`config.mk`:
```
export PLATFORM = sky130hd
export DESIGN_NAME = regmap_command_controller
export DESIGN_NICKNAME = d
export VERILOG_FILES = /design/src/rtl/regmap_command_controller.sv
export SDC_FILE = /design/constraint.sdc
export NUM_CORES = 1
export LEC_CHECK = 0
export ABC_AREA = 1
export ABC_CLOCK_PERIOD_IN_PS = 1700
export CORE_MARGIN = 2
export CORE_UTILIZATION = 49
export CTS_CLUSTER_SIZE = 10
export DETAILED_ROUTE_END_ITERATION = 12
export GPL_TIMING_DRIVEN = 1
export PLACE_DENSITY = 0.75
export SLEW_MARGIN = 15
export SYNTH_ARGS = -nofsm -noshare
export SYNTH_HDL_FRONTEND = slang
export SYNTH_SLANG_ARGS = --single-unit
```
`constraint.sdc`:
```
create_clock -name clk -period 1.7 [get_ports clk]
set_input_delay 0.255 -clock clk [delete_from_list [all_inputs] [get_ports clk]]
set_output_delay 0.255 -clock clk [all_outputs]
set_load 0.005 [all_outputs]
```
`src/rtl/regmap_command_controller.sv`:
```
// regmap_command_controller: UART byte-command front end for a small 8-bit register map
module regmap_command_controller #(
    parameter int NUMREGS        = 9,
    parameter int TIMEOUT_CYCLES = 1024
) (
    input  logic       clk,
    input  logic       reset_n,
    input  logic       rx_valid,
    input  logic [7:0] rx_data,
    output logic       tx_valid,
    input  logic       tx_ready,
    output logic [7:0] tx_data,
    output logic [3:0] reg_addr,
    output logic [7:0] reg_wdata,
    output logic       reg_we,
    input  logic [7:0] reg_rdata,
    output logic       cmd_error,
    output logic [7:0] err_count
);
    localparam int CW = $clog2(TIMEOUT_CYCLES + 1);
    typedef enum logic [2:0] {IDLE, GET_DATA, WRITE, READ, SEND} state_t;
    state_t        state_q;
    logic [CW-1:0] cnt_q;
    logic          addr_ok_q, tx_valid_q, reg_we_q, cmd_error_q;
    logic [7:0]    tx_data_q, reg_wdata_q, err_count_q;
    logic [3:0]    reg_addr_q;
    logic          hdr_bad, addr_bad, timeout, err_d;
    // Classify the incoming byte and decide whether this edge raises cmd_error
    always_comb begin
        hdr_bad  = rx_data[6:4] != 3'b000;
        addr_bad = {28'd0, rx_data[3:0]} >= 32'(NUMREGS);
        timeout  = state_q == GET_DATA && !rx_valid && cnt_q == CW'(TIMEOUT_CYCLES - 1);
        err_d    = timeout || (rx_valid && (state_q == IDLE ? (hdr_bad || addr_bad) : state_q != GET_DATA));
    end
    // Command sequencer; every output is registered
    always_ff @(posedge clk) begin
        if (!reset_n) begin
            state_q     <= IDLE;
            cnt_q       <= '0;
            addr_ok_q   <= 1'b0;
            tx_valid_q  <= 1'b0;
            tx_data_q   <= 8'd0;
            reg_addr_q  <= 4'd0;
            reg_wdata_q <= 8'd0;
            reg_we_q    <= 1'b0;
            cmd_error_q <= 1'b0;
            err_count_q <= 8'd0;
        end else begin
            cmd_error_q <= err_d;
            if (err_d && err_count_q != 8'hFF) err_count_q <= err_count_q + 8'd1;
            reg_we_q <= 1'b0;
            case (state_q)
                IDLE: if (rx_valid && !hdr_bad) begin
                    reg_addr_q <= rx_data[3:0];
                    addr_ok_q  <= !addr_bad;
                    cnt_q      <= '0;
                    state_q    <= rx_data[7] ? GET_DATA : READ;
                end
                GET_DATA: if (rx_valid) begin
                    reg_wdata_q <= rx_data;
                    reg_we_q    <= addr_ok_q;
                    state_q     <= WRITE;
                end else if (timeout) begin
                    state_q <= IDLE;
                end else begin
                    cnt_q <= cnt_q + CW'(1);
                end
                WRITE: state_q <= IDLE;
                READ: begin
                    tx_data_q  <= addr_ok_q ? reg_rdata : 8'hFF;
                    tx_valid_q <= 1'b1;
                    state_q    <= SEND;
                end
                SEND: if (tx_ready) begin
                    tx_valid_q <= 1'b0;
                    state_q    <= IDLE;
                end
                default: state_q <= IDLE;
            endcase
        end
    end
    assign tx_valid  = tx_valid_q;
    assign tx_data   = tx_data_q;
    assign reg_addr  = reg_addr_q;
    assign reg_wdata = reg_wdata_q;
    assign reg_we    = reg_we_q;
    assign cmd_error = cmd_error_q;
    assign err_count = err_count_q;
endmodule

```
==> reports/summary.json <==
{
  "status": {"value": "complete, no violations"},
  "io_count": {"value": 51},
  "drt-vias-per-instance": {"value": 5.11},
  "layout_min_cycle_time": {"value": 1.58, "unit": "ns"},
  "power_per_cell_area": {"value": 736, "unit": "nW/um^2"},
  "dominant_combinational_cell_family_by_area_after_synthesis": {"value": "simple AND/OR/NAND/NOR gates"},
  "worst_path_largest_cell_delay": {"value": 0.39, "unit": "ns"},
  "worstPathArrival": {"value": 1.79, "unit": "ns"},
  "worst_r2r_startpoint": {"value": "cnt_q[0]"},
  "coreArea": {"value": 4320, "unit": "um^2"},
  "die-width": {"value": 70.8, "unit": "um"},
  "post_synth_inst_count": {"value": 313},
  "synthToLayoutAreaGrowth": {"value": 32.0, "unit": "%"},
  "worst_setup_hold_path_clk_slew": {"value": 0.08, "unit": "ns"},
  "worstSetupStartpointType": {"value": "flip-flop"},
  "dieHeight": {"value": 70.8, "unit": "um"},
  "globalRoute.totalOverflow": {"value": 0},
  "wl_met3": {"value": 371, "unit": "um"},
  "critical_path_capture_point_type": {"value": "flip-flop"},
  "slew_violations": {"value": 0},
  "yosys.area_share.xor_xnor": {"value": 0.0160},
  "synth_top_cell_area_share": {"value": 0.421},
  "final_cell_mix": {"value": "72 x nand2_1, 50 x clkdlybuf4s50_1, 46 x nor2_1, 46 x dfxtp_1, 28 x inv_1"},
  "vdd_ir_drop_max": {"value": 0.000597, "unit": "V"},
  "drc": {"value": 0},
  "required": {"value": 1.91, "unit": "ns"},
  "post_route_cells_drive_above_1_share": {"value": 0.0995},
  "antenna_found_initial": {"value": 0},
  "drv.max_cap_violation_count": {"value": 0},
  "rows": {"value": 24},
  "slew-limit-headroom": {"value": 0.458},
  "clk-insertion-delay-late": {"value": 0.30, "unit": "ns"},
  "grt_pass1_wl": {"value": 8.16, "unit": "mm"},
  "h_tree_levels": {"value": 2},
  "cts_max_path_buffers": {"value": 2},
  "top_layer": {"value": "met4"},
  "synth.avg_cell_area": {"value": 6.98, "unit": "um^2"},
  "cp_cell_sequence": {"value": "ha_1, nand3_2, nor2_4, nand3_2, nand2_4, buf_4, nand3_1, nand2_1, nor2_1"},
  "worstPathMaxFanout": {"value": 7},
  "min_path_type": {"value": "reg2reg"},
  "yosys_warnings": {"value": 0},
  "hold_buffers": {"value": 0},
  "design.die.area": {"value": 5010, "unit": "um^2"},
  "floorplan.initialDensity": {"value": 0.505},
  "tritoncts_clock_tree": {"value": "built"},
  "synth.ff_latch_count": {"value": 46},
  "timing.final.crit_share": {"value": 0.930},
  "placement.io_buffers": {"value": 50},
  "seq_area_frac_synth": {"value": 0.421},
  "layout_commonest_cell": {"value": "nand2_1"},
  "power.static_leakage": {"value": 1.16, "unit": "nW"},
  "layout_setup_ws": {"value": 0.119, "unit": "ns"},
  "residual_antenna_violating_net_count_after_detailed_routing": {"value": 0},
  "grt_pass1_vias": {"value": 1966},
  "critical_path.startpoint": {"value": "cnt_q[0]"},
  "synthesis.nets": {"value": 335},
  "total_detailed_routing_wirelength": {"value": 4.94, "unit": "mm"},
  "clock_sinks": {"value": 46},
  "drt-met1-wl": {"value": 2.24, "unit": "mm"},
  "grt.total_usage": {"value": 0.198},
  "share_of_synthesized_area_spent_on_multiplexers": {"value": 0},
  "place_worst_setup_slack": {"value": -0.0452, "unit": "ns"},
  "worst_hold_startpoint": {"value": "tx_data[4]"},
  "yosys.area_share.simple": {"value": 0.351},
  "worst_path_most_repeated_cell": {"value": "nand3_2"},
  "vias": {"value": 2167},
  "synth.lib_cells_used.distinct": {"value": 29},
  "total_of_endpoints_with_negative_setup_slack_in_the_final_report": {"value": 0},
  "synth_compound_area_frac": {"value": 0.124},
  "hold_viol_final": {"value": 0},
  "clk_root_buffer_cell": {"value": "clkbuf_8"},
  "layout.nets": {"value": 393},
  "dr.first_iter.drc_count": {"value": 176},
  "f_max": {"value": 632, "unit": "MHz"},
  "grt_start_max_net_pins": {"value": 26},
  "detailedPlacementHpwl": {"value": 3.50, "unit": "mm"},
  "skew": {"value": 0.00266, "unit": "ns"},
  "utilization_of_the_core_after_routing": {"value": 0.667},
  "post_cts_buffers": {"value": 0},
  "post_synth_main_area_contributors": {"value": "dfxtp_1 42%, nand2_1 12%, nor2_1 7.9%, a21oi_1 6.2%, nand3_1 6.0%"},
  "drt-pass1-iter-count": {"value": 4},
  "syn-cell-area": {"value": 2190, "unit": "um^2"},
  "route.detailed.wl_per_inst": {"value": 11.6, "unit": "um"},
  "tritoncts.num_buffers": {"value": 5},
  "critical_path.top_delay_family": {"value": "simple AND/OR/NAND/NOR gates"},
  "synthDominantAreaCellType": {"value": "dfxtp_1"},
  "worstMarginPinSlew": {"value": 0.811, "unit": "ns"},
  "antenna-diode-count": {"value": 0},
  "gp_congestion": {"value": 0.746},
  "path_buf_inv": {"value": 1},
  "critical_path.slowest_cell": {"value": "dfxtp_1"},
  "route.met2.wl": {"value": 2.27, "unit": "mm"},
  "worst-setup-path-type": {"value": "reg2reg"},
  "total_power_consumption": {"value": 2.12, "unit": "mW"},
  "synth_adder_area_share": {"value": 0.0114}
}
## flip-flops by register name, indices dropped and copies added (netlist names)
name and cells:
addr_ok_q 1, cmd_error 1, cnt_q 11, err_count 8
reg_addr 4, reg_wdata 8, reg_we 1, state_q 3
tx_data 8, tx_valid 1
## worst min-delay path: stages, from the launching register on
cell and delay (ns):
dfxtp_1 0.32, nand2_1 0.06, a21oi_1 0.05
## metrics by stage
step | hold WS (ns) | setup TNS, ns | area, um^2 | cells
floorplan | 0.397 | 0 | 2190 | 313
global placement | 0.449 | -0.0680 | 2760 | 415
detailed placement | 0.451 | -0.302 | 2760 | 415
CTS | 0.464 | 0 | 2860 | 423
global route | 0.491 | -0.0182 | 2890 | 424
finish | 0.465 | 0 | 2890 | 424
## cells by family after synthesis
logic type | Yosys count
AO/OA/AOI/OAI | 53
XOR/XNOR | 4
adder cells (fa/ha/maj) | 2
buffers and inverters | 39
flip-flops | 46
AND/OR/NAND/NOR | 169
## repair_timing
action	CTS	global route
setup endpoints to repair	0	20
gates resized for setup	0	3
endpoints found under the hold margin	0	0
## layer usage
layer  global-route usage  up-vias
li1                     -     1120
met1                0.249      984
met2                0.325       58
met3               0.0670        5
met4               0.0566        0
met5                    0        -
## synth_stat cells (all sizes together)
cell,n
clkinv,1
inv,31
buf,4
or2,1
o21ai,24
nor2,51
nand4,2
dfxtp,46
nand3b,3
a21oi,27
xnor2,2
ha,2
a22oi,1
xor2,2
nand2,80
nor3,3
nand3,29
a31o,1
clkbuf,3
## area by class of cell
class                           instances  area [um^2]
Inverter                               32          120
Multi-Input combinational cell        229         1120
Timing Repair Buffer                   57          553
Clock buffer                            7         76.3
Clock inverter                          1         30.0
Tap cell                               52         65.1
Sequential cell                        46          921
Fill cell                             405         1440
## power by group
part | leakage [nW] | switching [mW] | internal [mW]
combinational | 0.735 | 0.102 | 0.103
sequential | 0.372 | 0.0168 | 1.10
clock | 0.0524 | 0.362 | 0.440
total | 1.16 | 0.481 | 1.64
## path summary, 6_finish.rpt
path	endpoint	slack, ns	cells after the start
max	cnt_q[10]	0.12	9
min	tx_data[4]	0.47	2
max reg2reg	cnt_q[10]	0.12	9
min reg2reg	tx_data[4]	0.47	2
Power figures use the tool's default switching activity.
